===== src/rtl/cpu_pkg.sv =====
// Shared CPU-wide constants: datapath width, NOP encoding and fetch-queue depth.
package cpu_pkg;
  localparam int          W_DEFAULT     = 32;
  localparam int          DEPTH_DEFAULT = 4;
  localparam logic [31:0] NOP           = 32'h0000_0000;
endpackage


===== src/rtl/if_id_queue.sv =====
// IF->ID fetch queue: circular FWFT FIFO, head visible the cycle after a push into an empty queue.
// Backpressure: IF_Stall while full (push refused even with a same-cycle pop); MEM_PCSrc flushes everything.
module if_id_queue
  import cpu_pkg::*;
#(
  parameter int DEPTH = DEPTH_DEFAULT,
  parameter int W     = W_DEFAULT
) (
  input  logic                     Clk,
  input  logic                     Clr,
  input  logic                     IF_Valid,
  input  logic [W-1:0]             IF_PC,
  input  logic [W-1:0]             IF_PC4,
  input  logic [W-1:0]             IF_Inst,
  output logic                     IF_Stall,
  input  logic                     MEM_PCSrc,
  input  logic                     ID_Ready,
  output logic                     ID_Valid,
  output logic [W-1:0]             ID_PC,
  output logic [W-1:0]             ID_PC4,
  output logic [W-1:0]             ID_Inst,
  output logic [$clog2(DEPTH):0]   Count
);

  localparam int AW = $clog2(DEPTH);
  localparam int CW = AW + 1;

  logic [W-1:0]  r_pc_mem   [DEPTH];
  logic [W-1:0]  r_pc4_mem  [DEPTH];
  logic [W-1:0]  r_inst_mem [DEPTH];
  logic [AW-1:0] r_head;
  logic [AW-1:0] r_tail;
  logic [CW-1:0] r_count;

  logic w_full;
  logic w_valid;
  logic w_push;
  logic w_pop;

  assign w_full  = (r_count == CW'(DEPTH));
  assign w_valid = (r_count != '0);
  assign w_push  = IF_Valid & ~w_full & ~MEM_PCSrc;
  assign w_pop   = w_valid & ID_Ready & ~MEM_PCSrc;

  // Storage is never reset; the outputs are masked by w_valid instead.
  always_ff @(posedge Clk) begin
    if (w_push) begin
      r_pc_mem[r_tail]   <= IF_PC;
      r_pc4_mem[r_tail]  <= IF_PC4;
      r_inst_mem[r_tail] <= IF_Inst;
    end
  end

  // DEPTH is a power of two, so pointer increments wrap naturally.
  always_ff @(posedge Clk or posedge Clr) begin
    if (Clr) begin
      r_head  <= '0;
      r_tail  <= '0;
      r_count <= '0;
    end else if (MEM_PCSrc) begin
      r_head  <= '0;
      r_tail  <= '0;
      r_count <= '0;
    end else begin
      if (w_push) r_tail <= r_tail + 1'b1;
      if (w_pop)  r_head <= r_head + 1'b1;
      r_count <= r_count + CW'(w_push) - CW'(w_pop);
    end
  end

  assign IF_Stall = w_full;
  assign ID_Valid = w_valid;
  assign ID_PC    = w_valid ? r_pc_mem[r_head]   : '0;
  assign ID_PC4   = w_valid ? r_pc4_mem[r_head]  : '0;
  assign ID_Inst  = w_valid ? r_inst_mem[r_head] : W'(NOP);
  assign Count    = r_count;

endmodule


===== config.mk =====
export PLATFORM = sky130hd
export DESIGN_NAME = if_id_queue
export DESIGN_NICKNAME = d
export VERILOG_FILES = /design/src/rtl/cpu_pkg.sv /design/src/rtl/if_id_queue.sv
export SDC_FILE = /design/constraint.sdc
export NUM_CORES = 1
export LEC_CHECK = 0
export CAP_MARGIN = 40
export CORE_AREA = 2 2 216 240
export DETAILED_ROUTE_END_ITERATION = 8
export DIE_AREA = 0 0 218 242
export GPL_TIMING_DRIVEN = 0
export MAX_ROUTING_LAYER = met4
export PLACE_DENSITY = 0.57
export SLEW_MARGIN = 20
export SYNTH_ARGS = -nofsm -noshare
export SYNTH_HDL_FRONTEND = slang
export SYNTH_SLANG_ARGS = --single-unit

===== constraint.sdc =====
create_clock -name Clk -period 3.7 [get_ports Clk]
set_clock_uncertainty 0.1 [all_clocks]
set_input_delay 0.555 -clock Clk [delete_from_list [all_inputs] [get_ports Clk]]
set_output_delay 0.555 -clock Clk [all_outputs]
set_load 0.1 [all_outputs]

### Word-level counts from Yosys, hierarchy flattened

Memory sizes are Yosys's and may differ from the RTL's.
Index checks and enable logic that the tools add are counted.

* bits in writable memories: 384
* register bits after elaboration: 7
* bits of input ports: 101
* memories kept: 3
* output and inout bits: 101
* word-level logic and storage cells: 30

Memory list
* r_inst_mem: words 4, bits a word 32, rd ports 1, clocked after memory_dff 0, write ports 1, RTL line if_id_queue.sv:30 `logic [W-1:0] r_inst_mem [DEPTH];`
* r_pc4_mem: words 4, bits a word 32, rd ports 1, clocked after memory_dff 0, write ports 1, RTL line if_id_queue.sv:29 `logic [W-1:0] r_pc4_mem [DEPTH];`
* r_pc_mem: words 4, bits a word 32, rd ports 1, clocked after memory_dff 0, write ports 1, RTL line if_id_queue.sv:28 `logic [W-1:0] r_pc_mem [DEPTH];`

* multiplexer cells: 10
* add/sub/neg operators: 4
* reduce and logical (&&, ||, !) cells: 3
* bitwise logic cells: 6
* equal/unequal tests: 1

Operators with widths (count)
* 32-bit 2-to-1 mux: 3
* 2-bit 2-to-1 mux: 4
* 2-bit by 1-bit adder with 2-bit output, second input constant: 2
* 1-bit AND: 4
* 2-bit nonzero test: 2
* 3-bit by 1-bit adder with 3-bit output: 1
* 3-bit equality test, second input constant: 1
* 3-bit 2-to-1 mux: 1
* 3-bit nonzero test: 1
* 3-bit by 1-bit subtractor with 3-bit output: 1
* 1-bit 2-to-1 mux: 2
* 1-bit inverter: 2

### Logic depth before layout (Yosys ltp)

Gate-level depths: netlist of the first run.

* word-level depth: 7
* depth in mapped cells: 10
* depth with buffers taken out: 10

### Worst setup path after synthesis of the first run

Ideal clock, no wire load.

* path kind: register -> register
* start: reg r_count[2] (netlist: Count[2])
* end: mem r_inst_mem[0][0] in the netlist's numbering (enable)
* clock period less this slack: 5.821 ns
* cell stages (with the launch flop): 4
* slack: -2.121 ns
* required time: 2.914 ns
* arrival: 5.035 ns
* path buffers: 0
* setup time: 0.686 ns
* cell sequence: dfrtp_1 -> nor3b_1 -> nor3_1 -> and2_1

* word-level cells in the longest chain between the ends: 6

RTL lines
* from (decl): RTL line if_id_queue.sv:33 `logic [CW-1:0] r_count;`
* from (signal assigned): RTL line if_id_queue.sv:67 `r_count <= r_count + CW'(w_push) - CW'(w_pop);`
* 3-bit equality test: RTL line if_id_queue.sv:40 `assign w_full = (r_count == CW'(DEPTH));`
* via IF_Stall: RTL line if_id_queue.sv:15 `output logic IF_Stall,`
* 1-bit inverter: RTL line if_id_queue.sv:42 `assign w_push = IF_Valid & ~w_full & ~MEM_PCSrc;`
* 1-bit AND (2 in a row): RTL line if_id_queue.sv:42
* 1-bit 2-to-1 mux: RTL line if_id_queue.sv:47 `if (w_push) begin`
* 1-bit 2-to-1 mux (not written as such): RTL line if_id_queue.sv:50 `r_inst_mem[r_tail] <= IF_Inst;`
* to (decl): RTL line if_id_queue.sv:30

The timed path passes the listed nets, and every way through them passes these cells.

### Worst setup path in the final report of the first run

* start: reg r_count[1] (netlist: Count[1])
* end: out ID_Inst[20]

* word-level cells in the longest chain between the ends: 2

RTL lines
* 3-bit nonzero test: RTL line if_id_queue.sv:41 `assign w_valid = (r_count != '0);`
* 32-bit 2-to-1 mux: RTL line if_id_queue.sv:75 `assign ID_Inst = w_valid ? r_inst_mem[r_head] : W'(NOP);`
* to (decl): RTL line if_id_queue.sv:21 `output logic [W-1:0] ID_Inst,`

No other way between the ends.

==> results.md, run 1 <==
- Status: finished clean
- Die Span Y: 242 µm
- Final max-slew violation count: 0
- Drt via density: 4.42
- Syn Area/Cell: 22.7 µm²
- Pre-antenna DRT Iters: 4
- Post-CTS Repair Setup Buffers: 0
- Max-cap violations: 0
- Gr ovfl total: 0
- Clk_lat worst skew: approximately 550 ps
- Final setup violation count: 0
- Tmin final: 3570 ps
- Synth unique cells: 26
- Worst Max-Slew Pin Slew: around 650 ps
- Synth top area share: 77.2%
- Cells after Synth: 657
- HPWL after DPL: roughly 21 mm
- Req. time, crit path: just over 3000 ps
- Relative slew slack: 57.0%
- Fill cells: between 4000 and 5000
- Reg2Reg Depth: 10
- Global-route wire length before repair: 51.0 mm
- Nets: 1111
- HP Class: primary input to asynchronous set/reset pin
- Max FO, Critical Path: 10
- Post-Synth Simple-Gate Area: 4.63%
- Synth Area in XOR/XNOR: 0.234%
- DP Worst Slack: -16.7 ps
- Syn Nets: 765
- TritonCTS clock tree: yes
- H-Tree Level Count: 2
- Internal: 0.0114 W
- Vias: 7540
- CP Capture Type: output port
- Adder-Cell Fraction of Synth Area: 0.636%
- Post-Syn Area: 14900 µm²
- Row cnt: 87
- Pleak: 6.97 nW
- Clock power share: ~22%
- Remaining DRCs: 0
- Fmax: 0.280 GHz
- Core Area: 50500 µm²
- TritonCTS Sinks: 391
- Final RePlAce weighted congestion: just under 0.7
- TritonCTS buffer count: 42
- Die area: approximately 53000 µm²
- Ports: 202
- Crit share post-route: 96.5%
- Worst setup SP type: register
- Yosys warnings: 0
- RSZ-0062 raised after global routing: no
- Cell type with the largest total area after synthesis: edfxtp_1
- Initial core utilization: 29.6%
- Die Wd: 218 µm
- DR iter-0 viols: 370
- Mux cell area share after synthesis: 14.5%
- Crit Path Category: register to output port
- Wire per inst: 19.6 µm
- Clock Path Buffers: 3
- Dominant cells by area after synthesis: edfxtp_1 77%, mux4_2 14%, and2_1 4.2%
- Antenna-violating nets left: 0
- Compound-Gate Fraction of Synth Area: 0.176%
- Pin count of the biggest net entering global routing: 43
- Combinational Power Share: between 50% and 60%
- Worst EP arrival: about 2900 ps
- Reg power frac: 27.2%
- Initial antenna violation count: 1
- Power per cell area: 896 nW/µm²
- Clock-pin slew on the worst setup and hold paths: 60 ps
- # port buffers: 200
- Final WL: 33.4 mm
- #FFs+latches synth: 391
- Overall Power: 0.0190 W
- Total track usage: approximately an eighth
- CTS Root Cell: clkbuf_16
- Worst Slack Setup Final: about 130 ps
- Fraction of layout cells with a size suffix above 1: approximately 29%
- Sequential share of the synthesized area: 78.4%
- NetSw: 0.00759 W
- Vias in the first global route: 8297
- Worst VDD drop: 0.661 mV
- Combinational family with the most area after synthesis: multiplexers
- Area grow syn2layout: 41.7%
- Hold Fails Final Rpt: 0
- Sw Share: 40.0%
[layout by cell type, fill, tap and decap left out, types with 2 or more instances in the layout]
cell type	instances
buf_4	8
dfrtp_1	6
and2_1	96
buf_16	27
or3_1	2
xor2_1	3
nand2b_1	2
edfxtp_1	384
clkbuf_16	45
clkdlybuf4s50_1	192
ha_1	6
and2_4	4
bufinv_16	4
clkinv_2	2
buf_8	85
mux4_2	96
clkbuf_8	4
clkinv_1	5
clkbuf_4	5
buf_2	3
clkbuf_2	7
nor2_1	6
inv_1	7
clkbuf_1	21
clkinvlp_4	3
[power by group through the flow]
stage,sequential [W],clock (W),combinational [W]
2_1_floorplan,0.00533,0,0.00562
3_3_place_gp,0.00527,0,0.00761
3_5_place_dp,0.00526,0,0.00975
4_1_cts,0.00517,0.00436,0.00980
5_1_grt,0.00519,0.00451,0.00999
6_report,0.00517,0.00421,0.00959
[final timing paths]
path | startpoint | endpoint | slack [ps]
worst max-delay path | Count[1] | ID_Inst[20] | 130
worst min-delay path | Clr | r_head[0] | 150
worst max register to register | Count[2] | Count[2] | 1120
worst min register to register | r_tail[1] | r_tail[1] | 490
max in group asynchronous | Clr | Count[1] | 3100
min in group Clk | MEM_PCSrc | r_head[1] | 280
[layer usage]
metal	part of all wire, %	GRT usage [%]
met1	42	16.5
met3	4.4	2.76
met4	2.3	3.98
met5	0	-
met2	52	22.1
[registers in the layout, summed over array words and instances, names as in the netlist]
| name | flops |
|---|---|
| r_inst_mem | 128 |
| r_pc4_mem | 128 |
| r_pc_mem | 128 |
| Count | 3 |
| r_head | 2 |
| r_tail | 2 |
[synthesized netlist by cell type (all sizes together)]
cell type	n
nand2b	2
mux4	96
a21oi	1
dfrtp	7
mux2i	1
nor2	6
and2	100
fa	1
o21ai	1
or3	2
xnor2	1
clkbuf	16
inv	7
nor3	1
buf	18
nor3b	1
xor2	3
nor2b	1
o31ai	1
ha	6
edfxtp	384
o311ai	1
[repair_timing]
item,in CTS,in global routing
endpoints found under the setup margin,56,23
hold buffers,0,0
endpoints found under the hold margin,0,0
gates resized for setup,22,7
[cells by family (layout without fill, tap and decap cells)]
group                    count (synthesis)  in the layout
AND/OR/NAND/NOR                        113            113
buffers and inverters                   41            421
multiplexers                            97             97
flip-flops                             391            391
XOR/XNOR                                 4              4
adder cells (fa/ha/maj)                  7              7
AO/OA/AOI/OAI                            4              4
other                                    0              1
[cell type report]
class                      count  area (µm²)  share of cell area [%]
sequential                   391       11700                    55.3
timing repair buffer         302        3910                    18.4
multi-input combinational    225        3040                    14.4
clock buffer                  63        1220                    5.78
tap                          667         835                    3.94
buffer                        34         249                    1.18
clock inverter                15         180                   0.851
inverter                       7        26.3                   0.124
antenna                        1        2.50                  0.0118
[worst max-delay path: stages (launching register included)]
cell             delay, ps
dfrtp_2                470
or3_1                  380
buf_4                  210
clkbuf_4               230
clkbuf_8               200
and2_1                 140
clkdlybuf4s50_1        510
buf_16                 210
[metrics by stage]
stage | utilization, % | TNS, ps | cell area (µm²) | cells | hold WS, ps
floorplan | - | 0 | 15000 | 657 | 258
global placement | 35.2 | -324170 | 17800 | 1524 | 473
detailed placement | 39.1 | -23.1 | 19800 | 1633 | 487
CTS | 42.0 | 0 | 21200 | 1709 | 120
global route | 41.9 | 0 | 21200 | 1705 | 153
finish | 41.9 | 0 | 21200 | 1705 | 153
Power figures use the tool's default switching activity.
==> run 2, diff against run 1 <==
--- a/config.mk
+++ b/config.mk
@@ -6,9 +6,9 @@
 export NUM_CORES = 1
 export LEC_CHECK = 0
 export CAP_MARGIN = 40
-export CORE_AREA = 2 2 216 240
+export CORE_AREA = 2 2 186 279
 export DETAILED_ROUTE_END_ITERATION = 8
-export DIE_AREA = 0 0 218 242
+export DIE_AREA = 0 0 188 281
 export GPL_TIMING_DRIVEN = 0
 export MAX_ROUTING_LAYER = met4
 export PLACE_DENSITY = 0.57
==> results.md, run 2 (synthesized netlist as in run 1, its figures left out) <==
- Final max-slew violation count: 0 (unchanged)
- Worst Max-Slew Pin Slew: 522 ps (-124 ps)
- CP Capture Type: output port
- Clock-pin slew on the worst setup and hold paths: 60 ps (about the same)
- Status: finished clean
- Pre-antenna DRT Iters: 4 (unchanged)
- Commonest cells after routing, fill and taps aside: 384 x edfxtp_1, 195 x clkdlybuf4s50_1, 96 x mux4_2, 96 x and2_1, 85 x buf_8
- Crit-path leading delay family: buffers and inverters
- Clk_lat worst skew: 530 ps (-20 ps)
- Vias in the first global route: 8300 (+0.036%)
- Max FO, Critical Path: 10 (unchanged)
- Tmin final: 3540 ps (-32.0 ps)
- Core Area: 50400 µm² (-0.17%)
- TritonCTS buffer count: 39 (-7.1%)
- Final RePlAce weighted congestion: 0.704 (+4.5%)
- Worst Slack Setup Final: 161 ps (+32.0 ps)
- Global-route wire length before repair: 50.7 mm (-0.70%)
- Max-cap violations: 0 (unchanged)
- Initial antenna violation count: 3 (+2)
- Gr ovfl total: 0 (unchanged)
- DP Worst Slack: 82.0 ps (+98.7 ps)
- Pleak: 6.87 nW (-1.4%)
- Worst VDD drop: 0.794 mV (+20%)
- Top Registers: r_inst_mem (128), r_pc4_mem (128), r_pc_mem (128)
- Crit share post-route: 95.6% (-0.87 points)
- Worst setup SP type: register
- Area grow syn2layout: 40.3%
- Worst r2r src: Count[2]
- Final setup violation count: 0 (unchanged)
- Resize count post-CTS: 14 (-36%)
- Die Span Y: 281 µm (+16%)
- Clock Path Buffers: 3 (unchanged)
- Hold_buf cts: 0 (unchanged)
- Critical path's slowest cell: clkdlybuf4s50_1
- Crit Path Category: register to output port
- Ports: 202 (unchanged)
- TritonCTS clock tree: yes
- CTS Root Cell: clkbuf_16
- Fill cells: 4391 (-1.6%)
- DR iter-0 viols: 300 (-19%)
- Final WL: 33.4 mm (-0.13%)
- Die Wd: 188 µm (-14%)
- Total track usage: 13.2% (-0.18 points)
- Antenna-violating nets left: 0 (unchanged)
- H-Tree Level Count: 2 (unchanged)
- Vias: 7543 (+0.040%)
- Nets: 1111 (unchanged)
- Pin count of the biggest net entering global routing: 43 (unchanged)
- Die area: 52800 µm² (+0.14%)
- Row cnt: 101 (+16%)
- Final Cell Area: 21000 µm² (-0.97%)
- Relative slew slack: 65.0% (+8.0 points)
- Remaining DRCs: 0 (unchanged)
- Most common cell after layout, fill and taps aside: edfxtp_1
- RSZ-0062 raised after global routing: no
- Hold Fails Final Rpt: 0 (unchanged)
- CP startpoint: Count[1]
- Worst Path Buf+Inv: 5 (unchanged)
- Fmax: 0.283 GHz (+0.90%)
- Crit path cell chain: or3_1 > buf_4 > clkbuf_4 > buf_2 > and2_1 > clkdlybuf4s50_1 > buf_16
- HP Class: primary input to asynchronous set/reset pin
- Area post-placement: 19800 µm² (-0.11%)
- Worst EP arrival: 2880 ps (-40 ps)
- Crit path largest cell delay: 490 ps (-20 ps)
- Wire per inst: 19.6 µm (-0.13%)
- Initial core utilization: 29.6% (+0.051 points)
- # port buffers: 200 (unchanged)
- Drt via density: 4.42 (about the same)
- HPWL after DPL: 21.4 mm (+1.9%)
- TritonCTS Sinks: 391 (unchanged)
- Power per cell area: 883 nW/µm² (-1.5%)
- Post-CTS Repair Setup Buffers: 0 (unchanged)
- Fraction of layout cells with a size suffix above 1: 28.2% (-0.47 points)
- Req. time, crit path: 3040 ps (about the same)
## run 2: cell types whose count changed in the layout (fill, tap and decap cells not counted), sizes merged, moves of 2 or more
cell,delta
clkbuf,-12
clkinv,+7
diode,+2
bufinv,-2
clkdlybuf4s50,+3
## run 2: per-layer routing
layer  global-route usage, %  part of all wire (%)  vias up  routed length, µm
met2                    23.4                    54      183              18100
met1                    15.0                    39     3936              12900
met3                    2.41                   4.5       51               1520
met4                    4.20                   2.4        0                801
met5                       -                     0        -                  0
li1                        -                     -     3373                  -
## run 2: final cells by class
cell class	count	area (µm²)	area share [%]
plain buffers	34	230	1.10
repair buffers	305	3910	18.7
clock buffers	50	1040	4.95
flip-flops and latches	391	11700	55.8
diodes	3	7.51	0.0358
inverters	7	26.3	0.125
well taps	669	837	3.99
clock inverters	21	166	0.794
multi-input cells	225	3040	14.5
## run 2: final timing paths
| path | slack (ps) | depth (start not counted) | to |
|---|---|---|---|
| worst min register to register | 510 | 2 | r_tail[1] |
| worst max register to register | 1130 | 10 | Count[2] |
| worst min-delay path | 170 | 2 | Count[2] |
| min in group Clk | 320 | 2 | r_head[1] |
| worst max-delay path | 160 | 7 | ID_Inst[10] |
| max in group asynchronous | 3080 | 2 | Count[1] |
## run 2: report_power, final
group	leakage [nW]	switching, W	internal, W
sequential	3.58	0.0000671	0.00510
combinational	2.71	0.00589	0.00369
clock	0.579	0.00162	0.00213
total	6.87	0.00758	0.0109
## run 2: metrics by stage
stage / std cells / setup TNS [ps] / hold WS (ps) / power (W) / util [%]
floorplan: 657 / 0 / 258 / 0.0110 / -
global placement: 1526 / -310050 / 487 / 0.0129 / 35.3
detailed placement: 1635 / 0 / 510 / 0.0150 / 39.2
CTS: 1705 / -56.0 / 147 / 0.0188 / 41.6
global route: 1705 / 0 / 192 / 0.0192 / 41.6
finish: 1705 / 0 / 166 / 0.0185 / 41.6
